$ cat config.mk
export PLATFORM = sky130hd
export DESIGN_NAME = pipe_ctrl_flat
export DESIGN_NICKNAME = d
export VERILOG_FILES = /design/src/rtl/pipe_ctrl_if.sv /design/src/rtl/pipe_ctrl.sv /design/src/flat_wrapper.sv
export SDC_FILE = /design/constraint.sdc
export NUM_CORES = 1
export LEC_CHECK = 0
export CAP_MARGIN = 20
export CORE_MARGIN = 3
export CORE_UTILIZATION = 52
export CTS_CLUSTER_DIAMETER = 120
export CTS_CLUSTER_SIZE = 30
export DETAILED_ROUTE_END_ITERATION = 6
export GPL_TIMING_DRIVEN = 1
export PLACE_DENSITY = 0.85
export SLEW_MARGIN = 20
export SYNTH_ARGS = -nofsm -noshare
export SYNTH_HDL_FRONTEND = slang
export SYNTH_SLANG_ARGS = --single-unit
$ cat constraint.sdc
create_clock -name clk -period 5.5 [get_ports clk]
set_clock_uncertainty 0.2 [all_clocks]
set_input_delay 1.1 -clock clk [delete_from_list [all_inputs] [get_ports clk]]
set_output_delay 1.1 -clock clk [all_outputs]
set_load 0.05 [all_outputs]
$ cat src/rtl/pipe_ctrl_if.sv
// pipe_ctrl_if
//   Control bundle between the pipeline hazard/redirect sources and pipe_ctrl.
//   master : the requesting side, which drives load_stall, flush and br_target
//            and observes the pipeline enables, bubbles, redirect and counters.
//   slave  : pipe_ctrl itself.
interface pipe_ctrl_if;
  logic        load_stall;
  logic        flush;
  logic [31:0] br_target;
  logic        pc_en;
  logic        if_id_en;
  logic        if_id_flush;
  logic        id_ex_flush;
  logic        pc_redirect;
  logic [31:0] pc_redirect_addr;
  logic [31:0] stall_cnt;
  logic [31:0] flush_cnt;
  logic        stall_timeout;

  modport master (
    output load_stall, flush, br_target,
    input  pc_en, if_id_en, if_id_flush, id_ex_flush, pc_redirect,
           pc_redirect_addr, stall_cnt, flush_cnt, stall_timeout
  );

  modport slave (
    input  load_stall, flush, br_target,
    output pc_en, if_id_en, if_id_flush, id_ex_flush, pc_redirect,
           pc_redirect_addr, stall_cnt, flush_cnt, stall_timeout
  );
endinterface

$ cat src/rtl/pipe_ctrl.sv
// pipe_ctrl
//   Pipeline stall/flush controller. Each cycle it arbitrates between a
//   branch/jump redirect (flush), a load-use stall (load_stall) and normal
//   advance. It produces the PC and IF/ID write enables and the bubble
//   controls for IF/ID and ID/EX. It also keeps saturating event counters
//   and a sticky watchdog that trips on a run of consecutive stalls.
//
// Ports
//   clk  : single clock, rising edge
//   rst  : synchronous, active-high reset
//   bus  : pipe_ctrl_if.slave
//          in  : load_stall, flush, br_target
//          out : pc_en, if_id_en, if_id_flush, id_ex_flush, pc_redirect,
//                pc_redirect_addr, stall_cnt, flush_cnt, stall_timeout
//
// State  | meaning
// -------+-----------------------------------------------------------------
// RUN    | normal advance
// STALL  | previous cycle was a load-use stall
// FLUSH  | IF/ID still being killed after a redirect; fl_cnt cycles remain
module pipe_ctrl #(
  parameter int FLUSH_CYCLES = 2,
  parameter int STALL_MAX    = 16
) (
  input  logic         clk,
  input  logic         rst,
  pipe_ctrl_if.slave   bus
);

  typedef enum logic [1:0] {
    RUN   = 2'd0,
    STALL = 2'd1,
    FLUSH = 2'd2
  } state_t;

  localparam logic [2:0] FLUSH_RELOAD = 3'(FLUSH_CYCLES - 1);
  localparam logic [7:0] STALL_LIMIT  = 8'(STALL_MAX);
  // With a single-cycle flush the acceptance cycle covers everything.
  localparam state_t     FLUSH_NEXT   = (FLUSH_CYCLES > 1) ? FLUSH : RUN;

  state_t      state, state_nxt;
  logic [2:0]  fl_cnt, fl_cnt_nxt;
  logic [7:0]  run_cnt;
  logic [7:0]  run_inc;
  logic        accept_flush;
  logic        accept_stall;

  logic        pc_en;
  logic        if_id_en;
  logic        if_id_flush;
  logic        id_ex_flush;
  logic        pc_redirect;
  logic [31:0] pc_redirect_addr;
  logic [31:0] stall_cnt;
  logic [31:0] flush_cnt;
  logic        stall_timeout;

  always_ff @(posedge clk) begin
    if (rst) begin
      state  <= RUN;
      fl_cnt <= 3'd0;
    end else begin
      state  <= state_nxt;
      fl_cnt <= fl_cnt_nxt;
    end
  end

  always_comb begin
    state_nxt    = state;
    fl_cnt_nxt   = fl_cnt;
    pc_en        = 1'b1;
    if_id_en     = 1'b1;
    if_id_flush  = 1'b0;
    id_ex_flush  = 1'b0;
    pc_redirect  = 1'b0;
    accept_flush = 1'b0;
    accept_stall = 1'b0;

    if (rst) begin
      pc_en       = 1'b0;
      if_id_en    = 1'b0;
      if_id_flush = 1'b1;
      id_ex_flush = 1'b1;
      state_nxt   = RUN;
      fl_cnt_nxt  = 3'd0;
    end else if (bus.flush) begin
      // A redirect in FLUSH restarts the kill window rather than extending it.
      if_id_flush  = 1'b1;
      id_ex_flush  = 1'b1;
      pc_redirect  = 1'b1;
      accept_flush = 1'b1;
      fl_cnt_nxt   = FLUSH_RELOAD;
      state_nxt    = FLUSH_NEXT;
    end else if (bus.load_stall) begin
      pc_en        = 1'b0;
      if_id_en     = 1'b0;
      id_ex_flush  = 1'b1;
      accept_stall = 1'b1;
      // A stall during FLUSH freezes the kill window; IF/ID keeps its bubble.
      if (state == FLUSH) begin
        if_id_flush = 1'b1;
      end else begin
        state_nxt = STALL;
      end
    end else begin
      case (state)
        FLUSH: begin
          if_id_flush = 1'b1;
          if (fl_cnt <= 3'd1) begin
            fl_cnt_nxt = 3'd0;
            state_nxt  = RUN;
          end else begin
            fl_cnt_nxt = fl_cnt - 3'd1;
          end
        end
        default: state_nxt = RUN;
      endcase
    end
  end

  assign run_inc = (run_cnt == 8'hFF) ? run_cnt : run_cnt + 8'd1;

  always_ff @(posedge clk) begin
    if (rst) begin
      run_cnt          <= 8'd0;
      stall_cnt        <= 32'd0;
      flush_cnt        <= 32'd0;
      pc_redirect_addr <= 32'd0;
      stall_timeout    <= 1'b0;
    end else begin
      if (accept_flush) begin
        pc_redirect_addr <= bus.br_target;
        if (flush_cnt != 32'hFFFF_FFFF) flush_cnt <= flush_cnt + 32'd1;
      end
      // Any cycle that is not an honoured stall breaks the consecutive run.
      if (accept_stall) begin
        run_cnt <= run_inc;
        if (stall_cnt != 32'hFFFF_FFFF) stall_cnt <= stall_cnt + 32'd1;
        if (run_inc >= STALL_LIMIT) stall_timeout <= 1'b1;
      end else begin
        run_cnt <= 8'd0;
      end
    end
  end

  assign bus.pc_en            = pc_en;
  assign bus.if_id_en         = if_id_en;
  assign bus.if_id_flush      = if_id_flush;
  assign bus.id_ex_flush      = id_ex_flush;
  assign bus.pc_redirect      = pc_redirect;
  assign bus.pc_redirect_addr = pc_redirect_addr;
  assign bus.stall_cnt        = stall_cnt;
  assign bus.flush_cnt        = flush_cnt;
  assign bus.stall_timeout    = stall_timeout;

endmodule

$ cat src/flat_wrapper.sv
// flat-port wrapper written by rule: the top's interface ports become plain ports
module pipe_ctrl_flat 
#(
  parameter int FLUSH_CYCLES = 2,
  parameter int STALL_MAX    = 16
)
  (clk, rst, bus_load_stall, bus_flush, bus_br_target, bus_pc_en, bus_if_id_en, bus_if_id_flush, bus_id_ex_flush, bus_pc_redirect, bus_pc_redirect_addr, bus_stall_cnt, bus_flush_cnt, bus_stall_timeout);
  pipe_ctrl_if bus_i ();
  input  logic clk;
  input  logic rst;
  input wire logic [$bits(bus_i.load_stall)-1:0] bus_load_stall;
  input wire logic [$bits(bus_i.flush)-1:0] bus_flush;
  input wire logic [$bits(bus_i.br_target)-1:0] bus_br_target;
  output wire logic [$bits(bus_i.pc_en)-1:0] bus_pc_en;
  output wire logic [$bits(bus_i.if_id_en)-1:0] bus_if_id_en;
  output wire logic [$bits(bus_i.if_id_flush)-1:0] bus_if_id_flush;
  output wire logic [$bits(bus_i.id_ex_flush)-1:0] bus_id_ex_flush;
  output wire logic [$bits(bus_i.pc_redirect)-1:0] bus_pc_redirect;
  output wire logic [$bits(bus_i.pc_redirect_addr)-1:0] bus_pc_redirect_addr;
  output wire logic [$bits(bus_i.stall_cnt)-1:0] bus_stall_cnt;
  output wire logic [$bits(bus_i.flush_cnt)-1:0] bus_flush_cnt;
  output wire logic [$bits(bus_i.stall_timeout)-1:0] bus_stall_timeout;
  assign bus_i.load_stall = bus_load_stall;
  assign bus_i.flush = bus_flush;
  assign bus_i.br_target = bus_br_target;
  assign bus_pc_en = bus_i.pc_en;
  assign bus_if_id_en = bus_i.if_id_en;
  assign bus_if_id_flush = bus_i.if_id_flush;
  assign bus_id_ex_flush = bus_i.id_ex_flush;
  assign bus_pc_redirect = bus_i.pc_redirect;
  assign bus_pc_redirect_addr = bus_i.pc_redirect_addr;
  assign bus_stall_cnt = bus_i.stall_cnt;
  assign bus_flush_cnt = bus_i.flush_cnt;
  assign bus_stall_timeout = bus_i.stall_timeout;
  pipe_ctrl #(.FLUSH_CYCLES(FLUSH_CYCLES), .STALL_MAX(STALL_MAX)) u_core (.clk(clk), .rst(rst), .bus(bus_i));
endmodule
==> out/qor.tcl <==
set qor(critical_path.slowest_cell) {sky130_fd_sc_hd__clkdlybuf4s50_1}
set qor(die_height_um) 105
set qor(critical_path_arrival_ns) 2.97
set qor(pre_cts_ws_ns) 1.24
set qor(seq_power_share_pct) 55.1
set qor(synth_top_cell_area_share_pct) 42.8
set qor(hold_path.class) {flop to flop}
set qor(postSynthRegisterBits) 110
set qor(p_sw_share_pct) 29.0
set qor(cts-root-to-sink-buffers) 2
set qor(yosys_warnings) 0
set qor(drtPass1Iterations) 5
set qor(timing.reg2reg.setup_slack_ns) 2.85
set qor(antenna_found_initial) 0
set qor(drive_above_1_share_pct) 6.49
set qor(setup_viol) 0
set qor(cts-root-buf) {sky130_fd_sc_hd__clkbuf_8}
set qor(asyncSetResetFlopFracSynth_pct) 0
set qor(routed_via_density) 5.88
set qor(postCtsSetupRepairBufs) 0
set qor(fmax_mhz) 234
set qor(remaining_drc_errors) 0
set qor(rsz_0062_raised_after_global_routing) {no}
set qor(synth_edf_count) 0
set qor(grt_overflow_total) 0
set qor(groute.usage.overall_pct) 23.3
set qor(worstMarginPinSlew_ns) 1.05
set qor(htree_num_levels) 3
set qor(core.rowCount) 35
set qor(internal_power_contribution_mw) 1.07
set qor(critical_path_required_ns) 4.20
set qor(peakVddDrop_mv) 0.160
set qor(synth.cell_area_um2) 5140
set qor(mostFrequentLayoutCells) {sky130_fd_sc_hd__clkdlybuf4s50_1 (135), sky130_fd_sc_hd__dfxtp_1 (110), sky130_fd_sc_hd__nor2_1 (68), sky130_fd_sc_hd__a21oi_1 (42), sky130_fd_sc_hd__mux2i_1 (34)}
set qor(fin_crit_sh_pct) 77.7
set qor(postSynthAreaPerCell_um2) 8.82
set qor(switching_power_total_mw) 0.435
set qor(vias_in_the_first_global_route) 4669
set qor(cp_slowest_stage_delay_ns) 0.81
set qor(wire_per_inst_um) 15.7
set qor(antenna_left) 0
set qor(post_cts_resized) 0
set qor(overall_via_count_from_detail_route) 4924
set qor(design.core.area_um2) 9420
set qor(floorplan.die_area_um2) 11100
set qor(timing_hold_violations_final) 0
set qor(synthDistinctLibCells) 60
set qor(cts_tree) {built}
set qor(hold_buffers) 0
set qor(outcome) {finished, final reports clean}
set qor(first_pass_grt_wire_length_um) 21600
set qor(ys_seq_area_share_pct) 42.8
set qor(critical_path_class) {input port to output port}
set qor(die_width_um) 105
set qor(timing.final.crit_period_ns) 4.27
set qor(syn2layout_area_growth_pct) 31.5
set qor(nets) 745
set qor(ys_top_cells_by_area) {sky130_fd_sc_hd__dfxtp_1 (43%), sky130_fd_sc_hd__mux2i_1 (6.6%), sky130_fd_sc_hd__nor2_1 (5.0%)}
set qor(multiInputGateArea_um2) 2750
set qor(synth.net_count) 624
set qor(routed_wirelength_um) 13100
set qor(antennaDiodeCount) 0
set qor(io_buffer_count) 137
set qor(cts.clk_slew.worst_paths_ns) 0.12
set qor(worst_slack_ns) 1.23
set qor(clock_sinks) 110
set qor(drv_cap) 0
set qor(setup.worst_path.start_class) {input port}
set qor(synth_flop_cell) {sky130_fd_sc_hd__dfxtp_1}
set qor(power_density_nw_per_um2) 222
set qor(post-dp-hpwl_um) 9500
set qor(post_synth_inst_count) 583
set qor(nFillCells) 730
set qor(grt_start_max_net_pins) 45
set qor(power.static_leakage_nw) 2.35
set qor(clk-insertion-delay-late_ns) 0.39
set qor(setup-tns-final_ns) 0
set qor(boundaryPins) 138
set qor(drt_iter0_markers) 364
set qor(setup.worst_path.end_class) {output port}
set qor(number_of_slew_limit_violations_in_the_final_report) 0
set qor(layout_commonest_cell) {sky130_fd_sc_hd__clkdlybuf4s50_1}
set qor(floorplan.initialDensity_pct) 54.6
set qor(yosysTopAreaCell) {sky130_fd_sc_hd__dfxtp_1}
set qor(clkPwrFrac_pct) 32.5
set qor(cts_made_buffers) 9
set qor(pwr-share-comb_pct) 12.4
set qor(area.sequential_um2) 2200
set qor(crit_path_cell_trace) {buf_2 -> buf_4 -> nor2_1 -> nand2_1 -> clkdlybuf4s50_1}
set qor(routabilityCongestion) 0.839
set qor(worst_relative_slew_slack_pct) 30.1
set qor(critical_path_peak_fanout) 37
==> per-stage QoR <==
stage	total power, mW	hold slack, ns	util, %	instance area [um2]	std cells
2_1_floorplan	0.957	0.266	-	5140	583
3_3_place_gp	1.03	0.234	69.7	6560	822
3_5_place_dp	1.03	0.253	69.7	6560	822
4_1_cts	1.51	0.283	71.8	6760	838
5_1_grt	1.56	0.305	71.8	6760	838
6_report	1.50	0.273	71.8	6760	838
==> cells in the mapped netlist, drive strengths merged (10+ instances only) <==
master,count
or3,18
and3,12
o31ai,19
clkbuf,19
o21ai,18
dfxtp,110
inv,14
nand4,18
xnor2,13
nor2,68
or4,21
buf,12
mux2i,34
nand2,30
a21oi,42
nor2b,10
nand3,32
==> layer usage <==
layer / global-route usage (%) / up-vias / routed length, um
li1: - / 2390 / -
met5: 0 / - / 0
met4: 8.15 / 0 / 277
met3: 6.80 / 27 / 1010
met2: 39.5 / 186 / 6320
met1: 28.0 / 2321 / 5510
==> worst paths after layout <==
kind | depth (start not counted) | from | to
hold / removal | 1 | u_core.bus.stall_timeout | u_core.bus.stall_timeout
setup reg to reg | 6 | u_core.bus.flush_cnt[18] | u_core.bus.flush_cnt[21]
setup / recovery | 5 | bus_flush | bus_if_id_flush
hold reg to reg | 1 | u_core.bus.stall_timeout | u_core.bus.stall_timeout
==> cell type report <==
type | count | share of cell area [%]
Inverter | 15 | 0.833
Timing Repair Buffer | 141 | 20.6
Multi-Input combinational cell | 427 | 40.7
Clock buffer | 9 | 1.83
Sequential cell | 110 | 32.6
Clock inverter | 7 | 1.11
Tap cell | 129 | 2.39
==> kinds of logic after synthesis <==
| family | Yosys count | synth area share (%) |
|---|---|---|
| AOI/OAI and AO/OA | 113 | 14.3 |
| and+or+nand+nor | 250 | 26.7 |
| buffers and inverters | 46 | 3.70 |
| DFF | 110 | 42.8 |
| xor gates and xnor gates | 17 | 2.90 |
| muxes | 42 | 8.37 |
| adders and majority gates | 5 | 1.22 |
==> flip-flops by register name, indices dropped and copies added, names as in the netlist <==
name	cells
u_core.fl_cnt	3
u_core.run_cnt	8
u_core.state	2
u_core.bus.pc_redirect_addr	32
u_core.bus.stall_timeout	1
u_core.bus.stall_cnt	32
u_core.bus.flush_cnt	32
==> critical path, delay by kind of cell <==
kind | cells | cell delay, ns
buffers and inverters | 3 | 1.53
and+or+nand+nor | 2 | 0.32
==> power groups by stage <==
stage	Sequential [mW]	Clock, mW	Combinational (mW)
5_1_grt	0.829	0.533	0.198
2_1_floorplan	0.897	0	0.0599
3_5_place_dp	0.844	0	0.186
6_report	0.826	0.488	0.187
4_1_cts	0.826	0.498	0.187
3_3_place_gp	0.844	0	0.183
Note: power is estimated with default switching activity, not from simulation.
